### src/rtl/vga_read_scheduler.sv
// Port V read scheduler: paces SDRAM reads against the output FIFO and owns the double-buffered frame base.
// Optional build macro VGA_SCHED_STATS_EN adds a saturating null-pixel counter output (null_count).
module vga_read_scheduler #(
  parameter int FRAME_PIXELS = 307200,
  parameter int MAX_INFLIGHT = 16,
  parameter int FIFO_HIGH    = 448,
  parameter int RESYNC_LEAD  = 8
) (
  input  logic        clk,
  input  logic        portV_arst,
  input  logic        enable,
  input  logic [24:0] frame_base,
  input  logic        swap_req,
  output logic        swap_ack,
  output logic [24:0] readOffset,
  output logic        rd_req,
  output logic [24:0] rd_addr,
  input  logic        rd_ack,
  input  logic        readValid,
  input  logic        PortVout_wrreq,
  input  logic        PortVout_nullData,
  input  logic [8:0]  PortVout_usedw
`ifdef VGA_SCHED_STATS_EN
  ,
  output logic [15:0] null_count
`endif
);

  localparam int PIX_W = $clog2(FRAME_PIXELS);
  localparam int INF_W = $clog2(MAX_INFLIGHT) + 1;
  localparam logic [PIX_W-1:0] LAST_PIX = PIX_W'(FRAME_PIXELS - 1);

  typedef enum logic [1:0] {IDLE, RUN, DRAIN} state_t;

  state_t           state;
  logic [PIX_W-1:0] req_pix;
  logic [PIX_W-1:0] exp_pix;
  logic [PIX_W-1:0] resync_pix;
  logic [PIX_W-1:0] req_pix_inc;
  logic [PIX_W-1:0] exp_pix_inc;
  logic [PIX_W-1:0] resync_target;
  logic [INF_W-1:0] inflight;
  logic [24:0]      pending_base;
  logic             swap_pending;
  logic             resync_pending;
  logic             accept;
  logic             null_wr;
  logic             credit_ok;
  logic [9:0]       fill_sum;
  logic [31:0]      resync_sum;

  assign accept      = rd_req & rd_ack;
  assign null_wr     = PortVout_wrreq & PortVout_nullData;
  assign req_pix_inc = (req_pix == LAST_PIX) ? '0 : req_pix + PIX_W'(1);
  assign exp_pix_inc = (exp_pix == LAST_PIX) ? '0 : exp_pix + PIX_W'(1);

  // Credit check: FIFO fill plus reads already promised must stay below the high mark.
  assign fill_sum  = {1'b0, PortVout_usedw} + 10'(inflight);
  assign credit_ok = (inflight < INF_W'(MAX_INFLIGHT)) && (fill_sum < 10'(FIFO_HIGH));

  // Re-aim just past the pixel the tracker is currently writing, plus a lead.
  assign resync_sum    = 32'(exp_pix) + 32'(RESYNC_LEAD) + 32'd1;
  assign resync_target = (resync_sum >= 32'(FRAME_PIXELS)) ? PIX_W'(resync_sum - 32'(FRAME_PIXELS))
                                                           : PIX_W'(resync_sum);

  // NOTE: all state below uses non-blocking assignments so every block samples pre-edge values.
  always_ff @(posedge clk or posedge portV_arst) begin
    if (portV_arst) begin
      inflight <= '0;
    end else begin
      unique case ({accept, readValid})
        2'b10:   inflight <= inflight + INF_W'(1);
        2'b01:   if (inflight != '0) inflight <= inflight - INF_W'(1);
        default: ;
      endcase
    end
  end

  always_ff @(posedge clk or posedge portV_arst) begin
    if (portV_arst) begin
      exp_pix <= '0;
    end else if (PortVout_wrreq) begin
      exp_pix <= exp_pix_inc;
    end
  end

  always_ff @(posedge clk or posedge portV_arst) begin
    if (portV_arst) begin
      state          <= IDLE;
      rd_req         <= 1'b0;
      rd_addr        <= '0;
      readOffset     <= '0;
      swap_ack       <= 1'b0;
      req_pix        <= '0;
      resync_pix     <= '0;
      pending_base   <= '0;
      swap_pending   <= 1'b0;
      resync_pending <= 1'b0;
    end else begin
      swap_ack <= 1'b0;
      unique case (state)
        IDLE: begin
          if (enable) state <= RUN;
        end
        RUN: begin
          if (rd_req) begin
            // Request is frozen until accepted; a null write now is remembered for after the ack.
            if (null_wr) begin
              resync_pending <= 1'b1;
              resync_pix     <= resync_target;
            end
            if (rd_ack) begin
              rd_req <= 1'b0;
              if (req_pix == LAST_PIX && swap_pending) begin
                state          <= DRAIN;
                req_pix        <= '0;
                resync_pending <= 1'b0;
              end else if (null_wr) begin
                req_pix        <= resync_target;
                resync_pending <= 1'b0;
              end else if (resync_pending) begin
                req_pix        <= resync_pix;
                resync_pending <= 1'b0;
              end else begin
                req_pix <= req_pix_inc;
              end
            end
          end else if (!enable) begin
            state <= IDLE;
          end else if (null_wr) begin
            req_pix <= resync_target;
          end else if (credit_ok) begin
            rd_req  <= 1'b1;
            rd_addr <= readOffset + 25'(req_pix);
          end
        end
        DRAIN: begin
          // Swap only once every old-frame read is back and the tracker has wrapped.
          if (inflight == '0 && exp_pix == '0) begin
            state        <= RUN;
            readOffset   <= pending_base;
            swap_ack     <= 1'b1;
            swap_pending <= 1'b0;
            req_pix      <= '0;
          end
        end
        default: state <= IDLE;
      endcase
      if (swap_req) begin
        pending_base <= frame_base;
        swap_pending <= 1'b1;
      end
    end
  end

`ifdef VGA_SCHED_STATS_EN
  always_ff @(posedge clk or posedge portV_arst) begin
    if (portV_arst) begin
      null_count <= '0;
    end else if (swap_ack) begin
      null_count <= '0;
    end else if (null_wr && null_count != 16'hFFFF) begin
      null_count <= null_count + 16'd1;
    end
  end
`endif

endmodule

### config.mk
export PLATFORM = sky130hd
export DESIGN_NAME = vga_read_scheduler
export DESIGN_NICKNAME = d
export VERILOG_FILES = /design/src/rtl/vga_read_scheduler.sv
export SDC_FILE = /design/constraint.sdc
export NUM_CORES = 1
export LEC_CHECK = 0
export ABC_CLOCK_PERIOD_IN_PS = 5500
export CAP_MARGIN = 25
export CELL_PAD_IN_SITES_DETAIL_PLACEMENT = 2
export CELL_PAD_IN_SITES_GLOBAL_PLACEMENT = 2
export CORE_UTILIZATION = 32
export DETAILED_ROUTE_END_ITERATION = 6
export GPL_ROUTABILITY_DRIVEN = 0
export PLACE_DENSITY_LB_ADDON = 0.1
export SYNTH_ARGS = -nofsm -noshare
export SYNTH_HDL_FRONTEND = slang
export SYNTH_SLANG_ARGS = --single-unit
### constraint.sdc
create_clock -name clk -period 5.5 [get_ports clk]
set_input_delay 1.375 -clock clk [delete_from_list [all_inputs] [get_ports clk]]
set_output_delay 1.375 -clock clk [all_outputs]
set_load 0.05 [all_outputs]
Word-level counts from Yosys, hierarchy flattened
Cells that the tools add are included.
{ "op_classes": {"addsub": 9, "n_mul": 0, "div_mod_pow": 0, "n_lt_le_gt_ge": 3, "eq_ne": 14, "shifts": 0, "mux": 36, "n_bitwise": 4, "reduce_logical": 19} }
{ "op_table": {"columns": ["cell", "n"], "rows": [
  ["$mux 19", 11],
  ["$add 19x1->19 const B", 2],
  ["$eq 19x19->1 const B", 2],
  ["$pmux 19 s2", 1],
  ["$add 25x19->25", 1],
  ["$add 20x1->21 const B", 1],
  ["$ge 21x19->1 const B", 1],
  ["$add 19x4->20 const B", 1],
  ["$logic_not 19->1", 1],
  ["$sub 19x19->19 const B", 1],
  ["$mux 1", 15],
  ["$ne 3x3->1 const B", 5],
  ["$reduce_and 5->1", 3],
  ["$mux 2", 6],
  ["$add 9x5->10", 1],
  ["$lt 10x9->1 const B", 1],
  ["$pmux 5 s2", 1],
  ["$reduce_and 2->1", 4],
  ["$reduce_bool 2->1", 4],
  ["$ne 2x2->1 const B", 3],
  ["$pmux 2 s3", 1],
  ["$add 5x1->5 const B", 1],
  ["$logic_not 5->1", 1],
  ["$lt 5x5->1 const B", 1],
  ["10 further kinds", 16]
]} }
{ "totals": {"register_bits": 143, "latch_bits": 0, "ramBits": 0, "rom_bits": 0, "input_bits": 42, "elab_cells": 97, "mem_count": 0} }

Depth between registers and ports, before layout
{ "depth": {"depth_word": 9, "mapped_depth": 14, "mapped_depth_nobuf": 13} }

Least setup slack after synthesis
No wires, ideal clock.
{ "synth_timing": {"kind": "input to register", "startpoint": "in PortVout_usedw[1]", "endpoint": "reg rd_addr[20]", "setup_ns": 0.136, "arrival_ns": 3.020, "required_time_ns": 5.364, "slack_ns": 2.343, "cell_stages": 12, "path_buffers": 2, "cell_sequence": "ha_1 a31o_2 a21oi_1 nor2b_1 o21ai_0 nand2b_1 a21oi_1 o21ai_0 clkbuf_1 clkbuf_1 nand2_1 o21ai_0"} }
{ "synth_between": {"elab_chain_cells": 4} }
{ "synth_lines": {"columns": ["element", "line_no", "rtl"], "rows": [
  ["from (decl)", "22", "input logic [8:0] PortVout_usedw"],
  ["$add 9x5->10", "58", "assign fill_sum = {1'b0, PortVout_usedw} + 10'(inflight);"],
  ["$lt 10x9->1", "59", "assign credit_ok = (inflight < INF_W'(MAX_INFLIGHT)) && (fill_sum < 10'(FIFO_HIGH));"],
  ["$logic_and 1x1->1", "59", null],
  ["$reduce_and 5->1 (no source line)", null, null],
  ["to (signal assigned)", "134", "rd_addr <= readOffset + 25'(req_pix);"],
  ["to (decl)", "17", "output logic [24:0] rd_addr,"]
]} }
No other way between the ends.
A chain may end at the register's enable or synchronous reset.

Final worst setup path
{ "layout_timing": {"startpoint": "reg exp_pix[0]", "endpoint": "reg req_pix[15]"} }
{ "layout_between": {"elab_chain_cells": 9, "word_cells_on_any_way": 16} }
{ "layout_lines": {"columns": ["element", "line_no", "rtl"], "rows": [
  ["from (decl)", "37", "logic [PIX_W-1:0] exp_pix;"],
  ["from (signal assigned)", "83", "exp_pix <= exp_pix_inc;"],
  ["$add 19x4->20", "62", "assign resync_sum = 32'(exp_pix) + 32'(RESYNC_LEAD) + 32'd1;"],
  ["$add 20x1->21", "62", null],
  ["$sub 19x19->19 or $ge 21x19->1 (tied branches)", "63", "assign resync_target = (resync_sum >= 32'(FRAME_PIXELS)) ? PIX_W'(resync_sum - 32'(FRAME_PIXELS))"],
  ["$mux 19", "63", null],
  ["$mux 19", "118", "end else if (null_wr) begin"],
  ["$mux 19", "114", "if (req_pix == LAST_PIX && swap_pending) begin"],
  ["$mux 19", "112", "if (rd_ack) begin"],
  ["$mux 19", "106", "if (rd_req) begin"],
  ["$pmux 19 s2", "101", "unique case (state)"],
  ["to (signal assigned)", "119", "req_pix <= resync_target;"],
  ["to (signal assigned)", "122", "req_pix <= resync_pix;"],
  ["to (signal assigned)", "125", "req_pix <= req_pix_inc;"],
  ["to (decl)", "36", "logic [PIX_W-1:0] req_pix;"]
]} }
Several ways; a longest one is shown, not always the timed one. The select of a mux whose other input is x is not followed.

==> impl_metrics.csv <==
group,metric,value,unit
outcome,run_status,"completed",
die,site_rows,58,
synthesis,mappedNetlistArea,8230,sq um
die,initial_core_util,0.327,
placement,dp_hpwl,18300,um
critical_path,worst-endpoint-arrival,3910,ps
clocking,cts_hold_repair.buffers,0,
placement,port_buf_inserts,93,
power_and_ir_drop,finalPower,3.98,mW
sta,fin_crit_sh,0.653,
grt,grt_max_degree,100,
die,core_area,25200,sq um
worst_hold_path,hold_path.class,"reg2reg",
routing,wl,25100,um
clocking,clk_path_buf_depth,2,
synthesis,synth.yosys.warnings,0,
final_layout,drive_above_1_share,0.102,
power_and_ir_drop,p_sw,1.43,mW
grt,grt_pass1_wl,41400,um
grt,grt_total_usage,0.203,
sta,final.setup.tns,0,ps
clocking,worst_setup_hold_path_clk_slew,70,ps
die,boundary_pins,94,
sta,timing_worst_slew_pin_value,924,ps
power_and_ir_drop,power_density,391,nW/um^2
synthesis,synth_sequential_area_ratio,0.435,
routing,detail_routed_net_length_per_standard_cell,19.2,um
final_layout,final_core_utilization,0.404,
sta,setup_repair_after_global_routing_missed_its_margin,"false",
clocking,h_tree_lvls,4,
synthesis,synth_async_sr_flop_share,1.00,
synthesis,synth_fp_nets,963,
sta,min_period,3590,ps
clocking,cts_post_setup_buffers_inserted,0,
final_layout,layout.cells.most_common_list,"160 x sky130_fd_sc_hd__nand2_1, 143 x sky130_fd_sc_hd__dfrtp_1, 93 x sky130_fd_sc_hd__clkdlybuf4s50_1, 74 x sky130_fd_sc_hd__o21ai_0, 54 x sky130_fd_sc_hd__nor2_1",
final_layout,layout_commonest_cell,"sky130_fd_sc_hd__nand2_1",
grt,grt.overflow.total,0,
synthesis,count_of_flip_flops_with_a_built_in_enable_after_synthesis,0,
final_layout,insertedDiodeCount,0,
critical_path,worst_setup_path_start_kind,"register",
sta,report.final.hold_viol_count,0,
routing,postRouteAntennaNets,0,
sta,worst_slew_margin_rel,0.382,
sta,final.setup_skew,10.2,ps
final_layout,area.growth.synth_to_final,23.7,%
routing,drt_iter0_markers,289,
critical_path,required,5820,ps
power_and_ir_drop,vdd_ir_drop_max,0.192,mV
clocking,ctsResizeCount,0,
power_and_ir_drop,power_report.internal_total,2.55,mW
routing,detailed_routing_iteration_count_for_the_pre_antenna_repair_pass,4,
critical_path,critical_path_class,"reg2reg",
routing,drcViolationCount,0,
grt,initial_antenna_violation_count,0,
routing,route.detailed.vias_per_inst,5.22,
sta,final_max_slew_viol_count,0,
synthesis,post_synth_inst_count,888,
clocking,cts-buffers-inserted,17,
synthesis,postSynth.topFlopCell,"sky130_fd_sc_hd__dfrtp_1",
die,die_w,162,um
power_and_ir_drop,share_seq_of_total_power,0.367,
critical_path,path_max_fanout,10,
clocking,cts_tree,"yes",
die,chipHeight,162,um
routing,num_vias,6838,
sta,final-setup-viol-count,0,
clocking,clkSinkCount,143,
critical_path,critical_path.endpoint_type,"register",
sta,max_clock_freq,278,MHz
power_and_ir_drop,leakagePower,4.38,nW
synthesis,yosys_register_bits,143,
flow_run,maxCapViolations,0,
clocking,clock_tree.root_cell,"sky130_fd_sc_hd__clkbuf_16",
power_and_ir_drop,net_sw_frac,0.359,
die,floorplan.die_area,26400,sq um
clocking,clock_insertion_delay_worst_skew,430,ps
grt,first_global_vias,7279,
synthesis,yosys.cell_types.count,70,
power_and_ir_drop,power.share.clock,0.340,
power_and_ir_drop,comb_power_share,0.293,
synthesis,post_synth.cell_area_avg,9.27,sq um
final_layout,finalNetCount,1042,
[worst max-delay path, stage by stage, from the launching register on]
cell,delay [ps]
sky130_fd_sc_hd__dfrtp_1,510
sky130_fd_sc_hd__ha_1,400
sky130_fd_sc_hd__a21oi_2,430
sky130_fd_sc_hd__nor3_1,150
sky130_fd_sc_hd__xnor2_1,310
sky130_fd_sc_hd__ha_1,260
sky130_fd_sc_hd__nand2_1,80
sky130_fd_sc_hd__a221oi_1,230
sky130_fd_sc_hd__nand4_1,220
sky130_fd_sc_hd__a21oi_2,230
sky130_fd_sc_hd__o21ai_1,90
sky130_fd_sc_hd__xor2_1,190
sky130_fd_sc_hd__o21ai_1,110
sky130_fd_sc_hd__a32o_1,280
[sequential cells by signal, indices dropped and copies added, names as in the netlist, 2 cells and up]
register and cells:
inflight 5, exp_pix 19, rd_addr 25, pending_base 25, resync_pix 19, readOffset 25
req_pix 19, state 2
[worst paths after layout]
kind | startpoint | endpoint | slack [ps] | cells past startpoint
max | exp_pix[0]$_DFFE_PP0P_ | req_pix[15]$_DFFE_PP0P_ | 1910 | 13
min in group asynchronous | portV_arst | swap_ack$_DFF_PP0_ | 1350 | 2
max reg2reg | exp_pix[0]$_DFFE_PP0P_ | req_pix[15]$_DFFE_PP0P_ | 1910 | 13
max in group asynchronous | portV_arst | req_pix[6]$_DFFE_PP0P_ | 3100 | 4
min | pending_base[6]$_DFFE_PP0P_ | readOffset[6]$_DFFE_PP0P_ | 480 | 2
min reg2reg | pending_base[6]$_DFFE_PP0P_ | readOffset[6]$_DFFE_PP0P_ | 480 | 2
[per-layer routing]
| metal | up-vias | wire length (um) | track usage | part of all wire |
|---|---|---|---|---|
| met5 | - | 0 | 0 | 0 |
| met2 | 88 | 12500 | 0.342 | 0.50 |
| met4 | 0 | 432 | 0.0639 | 0.017 |
| li1 | 3292 | - | - | - |
| met1 | 3429 | 11600 | 0.267 | 0.46 |
| met3 | 29 | 581 | 0.0278 | 0.023 |
[synthesized netlist by cell type (4+ instances only)]
cell | n | share of area
sky130_fd_sc_hd__and3_1 | 6 | 0.0046
sky130_fd_sc_hd__dfrtp_1 | 143 | 0.43
sky130_fd_sc_hd__a21o_1 | 11 | 0.010
sky130_fd_sc_hd__nand2_1 | 160 | 0.073
sky130_fd_sc_hd__a221oi_1 | 11 | 0.012
sky130_fd_sc_hd__clkbuf_1 | 29 | 0.013
sky130_fd_sc_hd__xnor2_1 | 40 | 0.043
sky130_fd_sc_hd__nand2b_1 | 7 | 0.0053
sky130_fd_sc_hd__nor2b_1 | 9 | 0.0068
sky130_fd_sc_hd__o21ai_1 | 5 | 0.0030
sky130_fd_sc_hd__nor2_1 | 54 | 0.025
sky130_fd_sc_hd__mux2i_1 | 5 | 0.0061
sky130_fd_sc_hd__nand4_1 | 11 | 0.0084
sky130_fd_sc_hd__and4_1 | 5 | 0.0053
sky130_fd_sc_hd__a22o_1 | 9 | 0.0096
sky130_fd_sc_hd__o22ai_1 | 7 | 0.0053
sky130_fd_sc_hd__buf_2 | 6 | 0.0036
sky130_fd_sc_hd__a21oi_1 | 37 | 0.022
sky130_fd_sc_hd__buf_1 | 4 | 0.0018
sky130_fd_sc_hd__or3_1 | 5 | 0.0038
sky130_fd_sc_hd__nor4_1 | 10 | 0.0076
sky130_fd_sc_hd__nand3_1 | 22 | 0.013
sky130_fd_sc_hd__or2_2 | 5 | 0.0038
sky130_fd_sc_hd__a31o_2 | 4 | 0.0043
sky130_fd_sc_hd__and2_1 | 5 | 0.0038
sky130_fd_sc_hd__a31oi_1 | 4 | 0.0030
sky130_fd_sc_hd__nor3b_1 | 4 | 0.0036
sky130_fd_sc_hd__xor2_1 | 31 | 0.033
sky130_fd_sc_hd__ha_1 | 31 | 0.047
sky130_fd_sc_hd__nor3_1 | 12 | 0.0073
sky130_fd_sc_hd__inv_1 | 22 | 0.010
sky130_fd_sc_hd__mux2_2 | 33 | 0.045
sky130_fd_sc_hd__a22oi_1 | 6 | 0.0055
sky130_fd_sc_hd__o21ai_0 | 75 | 0.046
sky130_fd_sc_hd__o21a_1 | 5 | 0.0046
[power groups by stage]
stage	combinational, mW	clock, mW	sequential [mW]
after floorplan	0.703	0	1.53
after global placement	1.13	0	1.47
after detailed placement	1.16	0	1.48
after CTS	1.18	1.39	1.46
after global routing	1.28	1.43	1.49
final	1.17	1.35	1.46
[final cells by class]
class | count | area [sq um]
clock buffers | 18 | 439
clock inverters | 13 | 233
fillers | 2756 | 15000
inverters | 22 | 87.6
multi-input cells | 679 | 4400
flip-flops and latches | 143 | 3580
well taps | 330 | 413
repair buffers | 104 | 1030
[per-stage QoR]
stage	setup WS [ps]	area (sq um)	hold slack [ps]	std cells
after floorplan	287	8230	442	888
after global placement	1640	9490	455	1277
after detailed placement	1570	9490	463	1277
after CTS	1840	10200	479	1308
after global routing	1600	10200	495	1309
final	1910	10200	476	1309
[logic make-up (layout without fill, tap and decap cells)]
logic type / count (synthesis) / in the layout / synth area share
AND/OR/NAND/NOR: 329 / 329 / 0.190
AO/OA/AOI/OAI: 207 / 207 / 0.163
flip-flops: 143 / 143 / 0.435
XOR/XNOR: 72 / 72 / 0.0775
buffers and inverters: 66 / 157 / 0.0324
multiplexers: 38 / 38 / 0.0512
adder cells (fa/ha/maj): 33 / 33 / 0.0520
Note: power is estimated with default switching activity, not from simulation.
